`config.mk`:
```
export PLATFORM = sky130hd
export DESIGN_NAME = main_ctrl
export DESIGN_NICKNAME = d
export VERILOG_FILES = /design/src/rtl/ctrl_pkg.sv /design/src/rtl/ctrl_decode.sv /design/src/rtl/main_ctrl.sv
export SDC_FILE = /design/constraint.sdc
export NUM_CORES = 1
export LEC_CHECK = 0
export ABC_AREA = 1
export CAP_MARGIN = 20
export CORE_AREA = 5 5 73 69
export DETAILED_ROUTE_END_ITERATION = 7
export DIE_AREA = 0 0 78 74
export PLACE_DENSITY = 0.81
export SYNTH_ARGS = -nofsm -noshare
export SYNTH_HDL_FRONTEND = slang
export SYNTH_SLANG_ARGS = --single-unit
```
`constraint.sdc`:
```
create_clock -name clk -period 2.63 [get_ports clk]
set_clock_uncertainty 0.2 [all_clocks]
set_input_delay 0.3945 -clock clk [delete_from_list [all_inputs] [get_ports clk]]
set_output_delay 0.3945 -clock clk [all_outputs]
set_load 0.01 [all_outputs]
```
`src/rtl/ctrl_pkg.sv`:
```
// ctrl_pkg: shared definitions for the multi-cycle control unit.
//   - RV32 opcode constants for the supported instruction subset
//   - FSM state enum
//   - encodings for Imm_sel, Alu_sel and Wb_Sel
//   - decode result structs shared by ctrl_decode and main_ctrl
package ctrl_pkg;

    localparam logic [6:0] OP_R   = 7'b0110011;
    localparam logic [6:0] OP_I   = 7'b0010011;
    localparam logic [6:0] OP_LW  = 7'b0000011;
    localparam logic [6:0] OP_SW  = 7'b0100011;
    localparam logic [6:0] OP_BEQ = 7'b1100011;
    localparam logic [6:0] OP_JAL = 7'b1101111;

    typedef enum logic [2:0] {
        FETCH,
        DECODE,
        EXEC,
        MEM,
        WB,
        HALT
    } state_e;

    typedef enum logic [1:0] {
        IMM_I = 2'b00,
        IMM_S = 2'b01,
        IMM_B = 2'b10,
        IMM_J = 2'b11
    } imm_sel_e;

    typedef enum logic [1:0] {
        ALU_ADD = 2'b00,
        ALU_SUB = 2'b01,
        ALU_AND = 2'b10,
        ALU_OR  = 2'b11
    } alu_sel_e;

    typedef enum logic [1:0] {
        WB_MEM  = 2'b00,
        WB_ALU  = 2'b01,
        WB_PC4  = 2'b10,
        WB_RSVD = 2'b11
    } wb_sel_e;

    // Datapath select lines, held stable from DECODE through WB.
    typedef struct packed {
        imm_sel_e imm_sel;
        alu_sel_e alu_sel;
        logic     a_sel;
        logic     b_sel;
        wb_sel_e  wb_sel;
    } sel_t;

    // Full decode result: select lines plus the flags that steer the FSM.
    typedef struct packed {
        sel_t sel;
        logic reg_we;
        logic is_mem;
        logic is_sw;
        logic is_beq;
        logic is_jal;
        logic illegal;
    } dec_t;

    localparam sel_t SEL_ZERO = '0;

endpackage

```
`src/rtl/ctrl_decode.sv`:
```
// ctrl_decode: purely combinational opcode/funct decoder.
// Ports:
//   inst_i  in  32     instruction word to decode
//   dec_o   out dec_t  select lines, FSM steering flags and illegal flag
// Any opcode/funct combination outside the supported subset yields an
// all-zero result with only the illegal flag set.
module ctrl_decode
    import ctrl_pkg::*;
(
    input  logic [31:0] inst_i,
    output dec_t        dec_o
);

    logic [6:0] opcode;
    logic [2:0] funct3;
    logic [6:0] funct7;
    logic       unused_fields;

    assign opcode = inst_i[6:0];
    assign funct3 = inst_i[14:12];
    assign funct7 = inst_i[31:25];

    // Register specifiers and immediates are datapath concerns only.
    assign unused_fields = ^inst_i[24:15] ^ ^inst_i[11:7];

    always_comb begin
        dec_o = '0;
        case (opcode)
            OP_R: begin
                dec_o.sel.wb_sel = WB_ALU;
                dec_o.reg_we     = 1'b1;
                case ({funct7, funct3})
                    {7'b0000000, 3'b000}: dec_o.sel.alu_sel = ALU_ADD;
                    {7'b0100000, 3'b000}: dec_o.sel.alu_sel = ALU_SUB;
                    {7'b0000000, 3'b111}: dec_o.sel.alu_sel = ALU_AND;
                    {7'b0000000, 3'b110}: dec_o.sel.alu_sel = ALU_OR;
                    default: begin
                        dec_o         = '0;
                        dec_o.illegal = 1'b1;
                    end
                endcase
            end
            OP_I: begin
                dec_o.sel.imm_sel = IMM_I;
                dec_o.sel.b_sel   = 1'b1;
                dec_o.sel.wb_sel  = WB_ALU;
                dec_o.reg_we      = 1'b1;
                case (funct3)
                    3'b000:  dec_o.sel.alu_sel = ALU_ADD;
                    3'b111:  dec_o.sel.alu_sel = ALU_AND;
                    3'b110:  dec_o.sel.alu_sel = ALU_OR;
                    default: begin
                        dec_o         = '0;
                        dec_o.illegal = 1'b1;
                    end
                endcase
            end
            OP_LW: begin
                if (funct3 == 3'b010) begin
                    dec_o.sel.imm_sel = IMM_I;
                    dec_o.sel.b_sel   = 1'b1;
                    dec_o.sel.alu_sel = ALU_ADD;
                    dec_o.sel.wb_sel  = WB_MEM;
                    dec_o.reg_we      = 1'b1;
                    dec_o.is_mem      = 1'b1;
                end else begin
                    dec_o.illegal = 1'b1;
                end
            end
            OP_SW: begin
                if (funct3 == 3'b010) begin
                    dec_o.sel.imm_sel = IMM_S;
                    dec_o.sel.b_sel   = 1'b1;
                    dec_o.sel.alu_sel = ALU_ADD;
                    dec_o.is_mem      = 1'b1;
                    dec_o.is_sw       = 1'b1;
                end else begin
                    dec_o.illegal = 1'b1;
                end
            end
            OP_BEQ: begin
                if (funct3 == 3'b000) begin
                    dec_o.sel.imm_sel = IMM_B;
                    dec_o.sel.a_sel   = 1'b1;
                    dec_o.sel.b_sel   = 1'b1;
                    dec_o.sel.alu_sel = ALU_ADD;
                    dec_o.is_beq      = 1'b1;
                end else begin
                    dec_o.illegal = 1'b1;
                end
            end
            OP_JAL: begin
                dec_o.sel.imm_sel = IMM_J;
                dec_o.sel.a_sel   = 1'b1;
                dec_o.sel.b_sel   = 1'b1;
                dec_o.sel.alu_sel = ALU_ADD;
                dec_o.sel.wb_sel  = WB_PC4;
                dec_o.reg_we      = 1'b1;
                dec_o.is_jal      = 1'b1;
            end
            default: dec_o.illegal = 1'b1;
        endcase
    end

endmodule

```
`src/rtl/main_ctrl.sv`:
```
// main_ctrl: multi-cycle control FSM (FETCH/DECODE/EXEC/MEM/WB/HALT) for a
// small RV32 subset. All outputs are registered.
// Ports:
//   clk          in   1      clock, rising edge
//   rst_n        in   1      synchronous active-low reset
//   inst         in   WIDTH  instruction word at current PC
//   BEQ          in   1      rs1 == rs2 flag, sampled at the end of EXEC
//   Imm_sel      out  2      immediate format
//   Alu_sel      out  2      ALU operation
//   A_sel/B_sel  out  1      ALU operand sources
//   Pc_sel       out  1      next-PC source (valid in WB)
//   Reg_we       out  1      register-file write, one cycle in WB
//   Mem_we       out  1      data-memory write, one cycle in MEM (sw)
//   Wb_Sel       out  2      write-back source
//   pc_we        out  1      PC update, one pulse per retired instruction
//   halt         out  1      sticky illegal-instruction flag
//   cycle_cnt    out  WIDTH  active-cycle counter   (MAIN_CTRL_PERF_EN only)
//   instret_cnt  out  WIDTH  retired-instr counter  (MAIN_CTRL_PERF_EN only)
// Optional feature macro: MAIN_CTRL_PERF_EN adds the performance counters.
module main_ctrl
    import ctrl_pkg::*;
#(
    parameter int WIDTH = 32
) (
    input  logic             clk,
    input  logic             rst_n,
    input  logic [WIDTH-1:0] inst,
    input  logic             BEQ,
    output logic [1:0]       Imm_sel,
    output logic [1:0]       Alu_sel,
    output logic             A_sel,
    output logic             B_sel,
    output logic             Pc_sel,
    output logic             Reg_we,
    output logic             Mem_we,
    output logic [1:0]       Wb_Sel,
    output logic             pc_we,
    output logic             halt
`ifdef MAIN_CTRL_PERF_EN
    ,
    output logic [WIDTH-1:0] cycle_cnt,
    output logic [WIDTH-1:0] instret_cnt
`endif
);

    state_e           state_q;
    logic [WIDTH-1:0] ir_q;
    logic [WIDTH-1:0] ir_d;
    logic             beq_q;
    sel_t             sel_q;
    dec_t             dec;

    // In FETCH the decoder looks at the word being latched so the select
    // registers can already hold decoded values on entry to DECODE; in every
    // other state this is just the instruction register.
    assign ir_d = (state_q == FETCH) ? inst : ir_q;

    ctrl_decode u_decode (
        .inst_i (ir_d[31:0]),
        .dec_o  (dec)
    );

    assign Imm_sel = sel_q.imm_sel;
    assign Alu_sel = sel_q.alu_sel;
    assign A_sel   = sel_q.a_sel;
    assign B_sel   = sel_q.b_sel;
    assign Wb_Sel  = sel_q.wb_sel;

    always_ff @(posedge clk) begin
        if (!rst_n) begin
            state_q <= FETCH;
            ir_q    <= '0;
            beq_q   <= 1'b0;
            sel_q   <= SEL_ZERO;
            Pc_sel  <= 1'b0;
            Reg_we  <= 1'b0;
            Mem_we  <= 1'b0;
            pc_we   <= 1'b0;
            halt    <= 1'b0;
        end else begin
            // Strobes default low: each is a single-cycle pulse.
            Pc_sel <= 1'b0;
            Reg_we <= 1'b0;
            Mem_we <= 1'b0;
            pc_we  <= 1'b0;
            case (state_q)
                FETCH: begin
                    ir_q    <= inst;
                    sel_q   <= dec.sel;
                    state_q <= DECODE;
                end
                DECODE: begin
                    if (dec.illegal) begin
                        sel_q   <= SEL_ZERO;
                        halt    <= 1'b1;
                        state_q <= HALT;
                    end else begin
                        state_q <= EXEC;
                    end
                end
                EXEC: begin
                    beq_q <= BEQ;
                    if (dec.is_mem) begin
                        Mem_we  <= dec.is_sw;
                        state_q <= MEM;
                    end else begin
                        // Branch decision uses BEQ as it is being registered.
                        Reg_we  <= dec.reg_we;
                        pc_we   <= 1'b1;
                        Pc_sel  <= dec.is_jal | (dec.is_beq & BEQ);
                        state_q <= WB;
                    end
                end
                MEM: begin
                    Reg_we  <= dec.reg_we;
                    pc_we   <= 1'b1;
                    Pc_sel  <= dec.is_jal | (dec.is_beq & beq_q);
                    state_q <= WB;
                end
                WB: begin
                    sel_q   <= SEL_ZERO;
                    state_q <= FETCH;
                end
                HALT: begin
                    sel_q   <= SEL_ZERO;
                    state_q <= HALT;
                end
                default: begin
                    sel_q   <= SEL_ZERO;
                    state_q <= FETCH;
                end
            endcase
        end
    end

`ifdef MAIN_CTRL_PERF_EN
    logic [WIDTH-1:0] cycle_cnt_q;
    logic [WIDTH-1:0] instret_cnt_q;

    // Both counters wrap naturally at 2^WIDTH.
    always_ff @(posedge clk) begin
        if (!rst_n) begin
            cycle_cnt_q   <= '0;
            instret_cnt_q <= '0;
        end else begin
            if (state_q != HALT) cycle_cnt_q <= cycle_cnt_q + WIDTH'(1);
            if (pc_we)           instret_cnt_q <= instret_cnt_q + WIDTH'(1);
        end
    end

    assign cycle_cnt   = cycle_cnt_q;
    assign instret_cnt = instret_cnt_q;
`endif

endmodule

```
---- After elaboration in Yosys (flattened, before gate mapping) ----
Index checks and enable logic that the tools add are counted.
word-level totals
  register bits ........................... 49
  input port bits ......................... 35
  output and inout bits ................... 13
cells by class
  equal/unequal tests ..................... 17
  mux-type cells .......................... 33
  bitwise gates (word level) .............. 5
  reductions and logical operators ........ 10
operators by type and width
  kind                                                  count
  two-way mux 32 bit                                    1
  one-hot mux 8 bit (3 select lines)                    1
  equality test 10 x 3 -> 1 bit, second input constant  2
  one-hot mux 4 bit (5 select lines)                    1
  one-hot mux 3 bit (5 select lines)                    1
  equality test 7 x 6 -> 1 bit, second input constant   2
  equality test 7 bit, second input constant            2
  one-hot mux 3 bit (4 select lines)                    1
  equality test 10 x 9 -> 1 bit, second input constant  1
  logical NOT 10 bit                                    1
  equality test 3 x 2 -> 1 bit, second input constant   3
  equality test 3 bit, second input constant            3
  two-way mux 3 bit                                     3
  two-way mux 9 bit                                     1
  one-hot mux 1 bit (3 select lines)                    3
  two-way mux 8 bit                                     1
  one-hot mux 1 bit (4 select lines)                    2
  equality test 7 x 2 -> 1 bit, second input constant   1
  equality test 7 x 5 -> 1 bit, second input constant   1
  two-way mux 1 bit                                     7
  two-way mux 7 bit                                     1
  logical NOT 3 bit                                     2
  two-way mux 6 bit                                     1
  one-hot mux 1 bit (2 select lines)                    3
  other kinds (16)                                      20

---- Longest topological paths before layout ----
Gate-level depths: netlist (run 1).
  depth in word-level cells ............... 10
  gate-level depth with buffers ........... 17

---- By module ----
Synthesis (run 1) repeated with hierarchy kept, for this count alone.
unflattened totals
  cell total of the unflattened synthesis .. 399
  area total of the unflattened synthesis .. 2844.0 um^2
modules (own cells, without submodules)
  module       times used  cells each  area each (um^2)  sequential area each (um^2)
  main_ctrl    1           305         2408.6            980.9
  ctrl_decode  1           94          435.4             0.0

---- Worst setup path after synthesis (run 1) ----
Ideal clock, no wire load.
  path kind ............................... flip-flop to flip-flop
  start point ............................. register state_q[0]
  end point ............................... register sel_q, in the netlist A_sel
  data arrival time ....................... 1787 ps
  data required time ...................... 2318 ps
  setup slack ............................. 531 ps
  stages on the path, launching flop included .. 17
  clock period less this slack ............ 2099 ps
  path through ............................ dfxtp_1 nor2_4 nand2_4 buf_8 buf_6 nand2_1 nand2_1 nor2_1 nand2_1 nor2_1 o211ai_1 nand2_2 nand2_2 nand2_4 nand2_8 nor2_2 nor2_1
between the ends
  cells in the longest elaborated chain, start to end .. 8
ends and longest elaborated chain
  what                                                                       line                                  RTL
  start, declared                                                            main_ctrl.sv:46                       state_e state_q;
  start signal, assigned                                                     main_ctrl.sv:71                       state_q <= FETCH;
  start signal, assigned                                                     main_ctrl.sv:90                       state_q <= DECODE;
  start signal, assigned                                                     main_ctrl.sv:96                       state_q <= HALT;
  logical NOT 3 bit                                                          main_ctrl.sv:56, main_ctrl.sv:86
  two-way mux 32 bit                                                         n/a
  equality test 10 x 9 -> 1 bit (tied with other cells)                      ctrl_decode.sv:32                     case ({funct7, funct3})
  OR reduction 4 bit (no source line) or OR reduction 3 bit (tied branches)  n/a
  two-way mux 7 bit or two-way mux 9 bit (tied branches)                     ctrl_decode.sv:32, ctrl_decode.sv:48
  one-hot mux 1 bit (5 select lines)                                         ctrl_decode.sv:28                     case (opcode)
  != test 2 bit (no source line)                                             n/a
  AND reduction 2 bit (no source line)                                       n/a
  end signal, assigned                                                       main_ctrl.sv:89                       sel_q <= dec.sel;
  end, declared                                                              main_ctrl.sv:50                       sel_t sel_q;
Several ways; a longest one is shown, not always the timed one.
A chain may end at the register's enable or synchronous reset.

---- Worst setup path after layout (run 1) ----
  start point ............................. register state_q[2]
  end point ............................... register sel_q, in the netlist A_sel
The elaborated chain is that of the path after synthesis.

==> impl_results.md, run 1 <==
- Total core area: 4230 sq um
- Mapped cell area: 1970 sq um
- Starting density of the core: 0.465
- Critical Path RT: 2.61 ns
- Crit. End Element: register
- Post-Syn Nets: 328
- H-tree depth: 2
- Syn avg cell area: 6.72 sq um
- Most frequent cells in the layout: nand2_1, nor2_1, dfxtp_1, clkdlybuf4s50_1, nand3_1
- Arrival @ worst endpoint: 2.40 ns
- Pwr dens: 593 nW/um^2
- Number of global-route vias before repair: 1850
- Max clock buf depth: 2
- First DRT Iteration DRCs: 117
- Synth Instances: 293
- Slew margin rel.: 0.699
- Total number of vias: 1909
- Share of cells above drive strength 1: 0.175
- TritonCTS clock tree: yes
- Die H: 74 microns
- Period minus WS final: 2.42 ns
- Max Cap Viol: 0
- Initial antenna violation count: 0
- Syn-to-layout area delta: 27.0%
- Nature of the critical path startpoint: register
- Post-route setup TNS: 0 ns
- Largest family of logic cells by synthesized area: simple AND/OR/NAND/NOR gates
- DR pass1 iterations: 4
- Drt drc: 0
- Mux cell area share after synthesis: 0
- Clock latency at the later pin of the worst-skew pair: 0.29 ns
- Synth Area in Compound Gates: 0.0998
- Post-Synth Adder-Cell Area: 0
- Boundary Pins: 48
- Unrepaired setup endpoints after global routing: false
- NumNets Final: 372
- WL/cell: 11.4 microns
- Grt total ovfl: 0
- Clock sinks: 34
- Chip Width: 78 microns
- Period utilization: 0.922
- Leakage: 1.21 nW
- Final setup vio count: 0
- Post-CTS Hold Fix Bufs: 0
- First-pass GRT wire length: 7660 microns
- Worst-margin pin slew: 0.450 ns
- Register bit total from synthesis: 34
- Synth unique cells: 32
- Register area share after synthesis: 0.346
- Final hold vios: 0
- Hold WC Path Type: register to register
- Worst-path maximum fanout: 31
- CTS buffer count: 5
- Detailed Place HPWL: 3340 microns
- # resized after CTS: 0
- Routability cong.: 0.880
- # port buffers: 32
- Most common cell after layout, fill and taps aside: nand2_1
- Die Area: 5770 sq um
- R2R depth: 15
- Worst Hold Slack: 0.249 ns
- Synth Area in Simple Gates: 0.468
- Routed Antenna Nets: 0
- Routed WL: 4400 microns
- Post-Synth XOR/XNOR Area: 0
- Crit path kind: register to register
- Placement row count: 23
- Ys Warns: 0
- Peak VDD IR: 0.406 mV
- Root buffer cell: clkbuf_8
- Max Clock Freq: 412 MHz
- Global-route usage over all layers: 0.164
- Hold depth: 2
- Outcome: completed
- Final Max Slew Viols: 0
- Diodes inserted: 0
- Via-per-instance ratio: 4.92
- Power Total: 1.48 mW
- Post-CTS setup repair buffer count: 0
- Worst-path clk slew: 0.08 ns
- Largest net degree at the start of global routing: 32
## where the power goes
part	total, mW	switching [mW]	internal [mW]	leakage, nW
sequential	0.571	0.0182	0.553	0.278
combinational	0.439	0.278	0.162	0.873
clock	0.472	0.193	0.279	0.0579
total	1.48	0.489	0.994	1.21
## synthesized netlist by cell type (all sizes together)
cell type  instances  area (sq um)
nand3             31           173
nand4              3          18.8
and2               1          6.26
nand3b             3          22.5
inv               28           108
o211a              1          10.0
o211ai             3          22.5
a31oi              1          6.26
nand2             96           429
a21oi             15          75.1
buf                5          47.5
nor4               1          6.26
nor2              55           265
dfxtp             34           681
clkinv             1          3.75
o21ai             12          82.6
clkbuf             3          11.3
## routing by layer
metal / up-vias / global-route usage / routed length (microns)
li1: 1022 / - / -
met1: 841 / 0.203 / 2060
met2: 41 / 0.285 / 2070
met3: 5 / 0.0363 / 242
met4: 0 / 0.0600 / 36
met5: - / 0 / 0
## area by class of cell
type                       count  area (sq um)
multi-input combinational    222          1120
clock buffer                   5          68.8
tap                           50          62.6
sequential                    34           681
clock inverter                 3          40.0
inverter                      29           111
timing repair buffer          45           418
fill                         392          1730
## state kept, by name, indices dropped and copies added, names as in the netlist
register / count
Reg_we: 1
Wb_Sel: 2
B_sel: 1
halt: 1
state_q: 3
Alu_sel: 2
Pc_sel: 1
Imm_sel: 2
Mem_we: 1
ir_q: 17
beq_q: 1
A_sel: 1
pc_we: 1
## per-stage QoR
stage,utilization,instances,area [sq um],setup slack [ns]
final,0.591,388,2500,0.205
after global routing,0.591,388,2500,0.00136
after CTS,0.591,388,2500,0.201
after detailed placement,0.565,380,2390,0.159
after global placement,0.565,380,2390,0.196
after floorplan,-,293,1970,0.531
## worst max-delay path, stage by stage (launching register included)
cell     delay (ns)
dfxtp_1        0.45
inv_2          0.09
nand2_4        0.31
nand2_2        0.10
nand2_2        0.09
nand2_4        0.08
nor2_8         0.15
nand3_1        0.14
nand2_1        0.11
nor2_1         0.06
nand2_2        0.10
nand2_2        0.08
nand2_4        0.11
nand2_8        0.09
nor2_2         0.09
nor2_1         0.05
## kinds of logic (layout without fill, tap and decap cells)
| family | after synthesis | in the layout |
|---|---|---|
| flip-flops | 34 | 34 |
| AO/OA/AOI/OAI | 32 | 32 |
| buffers and inverters | 37 | 82 |
| AND/OR/NAND/NOR | 190 | 190 |
## final timing paths
path,from,end,slack [ns]
max,state_q[2]$_SDFF_PN0_,A_sel$_SDFFE_PN0P_,0.21
min,halt$_SDFFE_PN0P_,halt$_SDFFE_PN0P_,0.25
max reg2reg,state_q[2]$_SDFF_PN0_,A_sel$_SDFFE_PN0P_,0.21
min reg2reg,halt$_SDFFE_PN0P_,halt$_SDFFE_PN0P_,0.25
Note: power is estimated with default switching activity, not from simulation.
==> run 2: changes to the inputs <==
--- a/config.mk
+++ b/config.mk
@@ -6,7 +6,7 @@
 export NUM_CORES = 1
 export LEC_CHECK = 0
 export ABC_AREA = 1
-export CAP_MARGIN = 20
+export CAP_MARGIN = 10
 export CORE_AREA = 5 5 73 69
 export DETAILED_ROUTE_END_ITERATION = 7
 export DIE_AREA = 0 0 78 74
==> results of run 2 <==
The final DEF is identical to that of run 1; final timing and power are the same.
==> run 3: changes to the inputs <==
--- a/config.mk
+++ b/config.mk
@@ -10,7 +10,8 @@
 export CORE_AREA = 5 5 73 69
 export DETAILED_ROUTE_END_ITERATION = 7
 export DIE_AREA = 0 0 78 74
-export PLACE_DENSITY = 0.81
+export PLACE_DENSITY_LB_ADDON = 0.15
+export SLEW_MARGIN = 10
 export SYNTH_ARGS = -nofsm -noshare
 export SYNTH_HDL_FRONTEND = slang
 export SYNTH_SLANG_ARGS = --single-unit
==> run 3 against run 2 <==
Hold slack improved by 0.0064 ns. Final cell count rose by 1.0%. Die area did not move. Wire length rose by 2.4%. First-iteration DRC count did not move.
==> impl_results.md, run 3 (synthesized netlist as in run 1, its figures left out) <==
- Power Total: 1.40 mW (-5.6%)
- First-pass GRT wire length: 7730 microns (+0.98%)
- Hold depth: 2 (unchanged)
- Reg area: 681 sq um (unchanged)
- Worst-path clk slew: 0.06 ns (-0.02 ns)
- Largest Register: ir_q
- Clock latency at the later pin of the worst-skew pair: 0.29 ns (about the same)
- Post-CTS setup repair buffer count: 0 (unchanged)
- Nature of the critical path startpoint: register
- Multi-input logic area: 1120 sq um (unchanged)
- CTS buffer count: 5 (unchanged)
- Chip Width: 78 microns (unchanged)
- R2r startpoint: state_q[2]$_SDFF_PN0_
- Leakage: 1.22 nW (+0.83%)
- Share of cells above drive strength 1: 0.178 (+0.00381)
- Global routing's busiest layer: met2
- Total core area: 4230 sq um (unchanged)
- R2R depth: 14 (-1)
- Grt total ovfl: 0 (unchanged)
- Routability cong.: 0.875 (-0.64%)
- Max Cap Viol: 0 (unchanged)
- Global-route usage over all layers: 0.166 (+0.00180)
- Post-route setup TNS: 0 ns (unchanged)
- TritonCTS clock tree: yes
- Crit. End Element: register
- Hold WC Path Type: register to register
- Met1 Use GR: 0.218 (+0.0155)
- Routed WL: 4510 microns (+2.4%)
- Root buffer cell: clkbuf_8
- Met3 global-route usage: 0.0375 (+0.00121)
- Initial antenna violation count: 0 (unchanged)
- Final hold vios: 0 (unchanged)
- Worst Hold Launch: halt$_SDFFE_PN0P_
- Final Util: 0.595 (+0.00414)
- Starting density of the core: 0.465 (unchanged)
- Crit path kind: register to register
- Via-per-instance ratio: 4.94 (+0.33%)
- Worst Hold End: halt$_SDFFE_PN0P_
- Syn-to-layout area delta: 27.8%
- WL/cell: 11.5 microns (+1.4%)
- Most frequent cells in the layout: nand2_1, nor2_1, dfxtp_1, clkdlybuf4s50_1, nand3_1
- Diodes inserted: 0 (unchanged)
- Fin cells: 392 (+1.0%)
- Pwr dens: 556 nW/um^2 (-6.3%)
- Max clock buf depth: 2 (unchanged)
- Largest regs: ir_q x17, state_q x3
- Arrival @ worst endpoint: 2.36 ns (-0.04 ns)
- # resized after CTS: 0 (unchanged)
- Placed insts: 385 (+1.3%)
- Die Area: 5770 sq um (unchanged)
- H-tree depth: 2 (unchanged)
- Placement row count: 23 (unchanged)
- Final setup vio count: 0 (unchanged)
- Worst-path maximum fanout: 22 (-29%)
- Routed Antenna Nets: 0 (unchanged)
- First DRT Iteration DRCs: 117 (unchanged)
- Worst-margin pin slew: 0.411 ns (-0.0391 ns)
- Period minus WS final: 2.38 ns (-0.0493 ns)
- Drt drc: 0 (unchanged)
- Detailed Place HPWL: 3490 microns (+4.3%)
- # port buffers: 32 (unchanged)
- Largest net degree at the start of global routing: 23 (-28%)
- NumNets Final: 377 (+1.3%)
- Most common cell after layout, fill and taps aside: nand2_1
- DR pass1 iterations: 4 (unchanged)
- Total number of vias: 1935 (+1.4%)
- Outcome: completed
- Period utilization: 0.903 (-0.0187)
- Peak VDD IR: 0.342 mV (-16%)
- Number of global-route vias before repair: 1733 (-6.3%)
- Worst R2R End: Imm_sel[0]$_SDFFE_PN0P_
- Met2 Use GR: 0.270 (-0.0148)
- Largest register FFs: 17 (unchanged)
- Clock sinks: 34 (unchanged)
- Slew margin rel.: 0.725 (+0.0261)
- FILL cells: 431 (+9.9%)
- Final Max Slew Viols: 0 (unchanged)
- Max Clock Freq: 421 MHz (+2.1%)
- Die H: 74 microns (unchanged)
- Post-CTS Hold Fix Bufs: 0 (unchanged)
- Unrepaired setup endpoints after global routing: false
- Flop2flop setup slack: 0.25 ns (+0.05 ns)
- Critical Path RT: 2.61 ns (about the same)
- Boundary Pins: 48 (unchanged)
==> run 3: area by class of cell <==
class / count / share of cell area
multi-input combinational: 222 / 0.444
timing repair buffer: 50 / 0.186
tap: 50 / 0.0249
clock buffer: 7 / 0.0303
sequential: 34 / 0.271
inverter: 29 / 0.0443
==> run 3: how the worst max path moves through the flow <==
stage | start | end | slack (ns) | cells after the start
6_report | state_q[2]$_SDFF_PN0_ | Imm_sel[0]$_SDFFE_PN0P_ | 0.25 | 14
3_5_place_dp | inst[0] | Imm_sel[0]$_SDFFE_PN0P_ | 0.17 | 13
4_1_cts | state_q[2]$_SDFF_PN0_ | Imm_sel[0]$_SDFFE_PN0P_ | 0.25 | 14
3_3_place_gp | inst[5] | B_sel$_SDFFE_PN0P_ | 0.20 | 14
2_1_floorplan | state_q[0]$_SDFF_PN0_ | A_sel$_SDFFE_PN0P_ | 0.53 | 16
5_1_grt | state_q[2]$_SDFF_PN0_ | Wb_Sel[0]$_SDFFE_PN0P_ | 0.06 | 14
==> run 3: power breakdown <==
group / total, mW / switching, mW / leakage (nW) / internal [mW]
registers: 0.571 / 0.0176 / 0.278 / 0.553
logic: 0.466 / 0.283 / 0.902 / 0.183
clock network: 0.362 / 0.180 / 0.0383 / 0.182
total: 1.40 / 0.481 / 1.22 / 0.918
==> run 3: stage by stage <==
step                instance area (sq um)  setup WS [ns]  hold WS, ns
floorplan                            1970          0.531        0.246
global placement                     2440          0.199        0.240
detailed placement                   2440          0.174        0.250
CTS                                  2520          0.246        0.259
global route                         2520         0.0585        0.292
finish                               2520          0.255        0.255
==> run 3: per-layer routing <==
| layer | wire (microns) | part of all wire | up-vias |
|---|---|---|---|
| met5 | 0 | 0 | - |
| met4 | 55 | 0.012 | 0 |
| met3 | 203 | 0.045 | 5 |
| met2 | 2020 | 0.45 | 36 |
| met1 | 2230 | 0.49 | 859 |
| li1 | - | - | 1035 |
==> run 3: worst max-delay path: stages (launching register included) <==
cell and delay, ns:
dfxtp_1 0.45, inv_2 0.11, nand2_4 0.10, buf_12 0.17, nand2_1 0.06, nand2_1 0.17, nand2_1 0.07, nor2_1 0.22
nor2_1 0.11, nor2_2 0.19, nand2_2 0.09, nand2_4 0.11, nand2_8 0.08, nor2_2 0.09, nor2_1 0.05
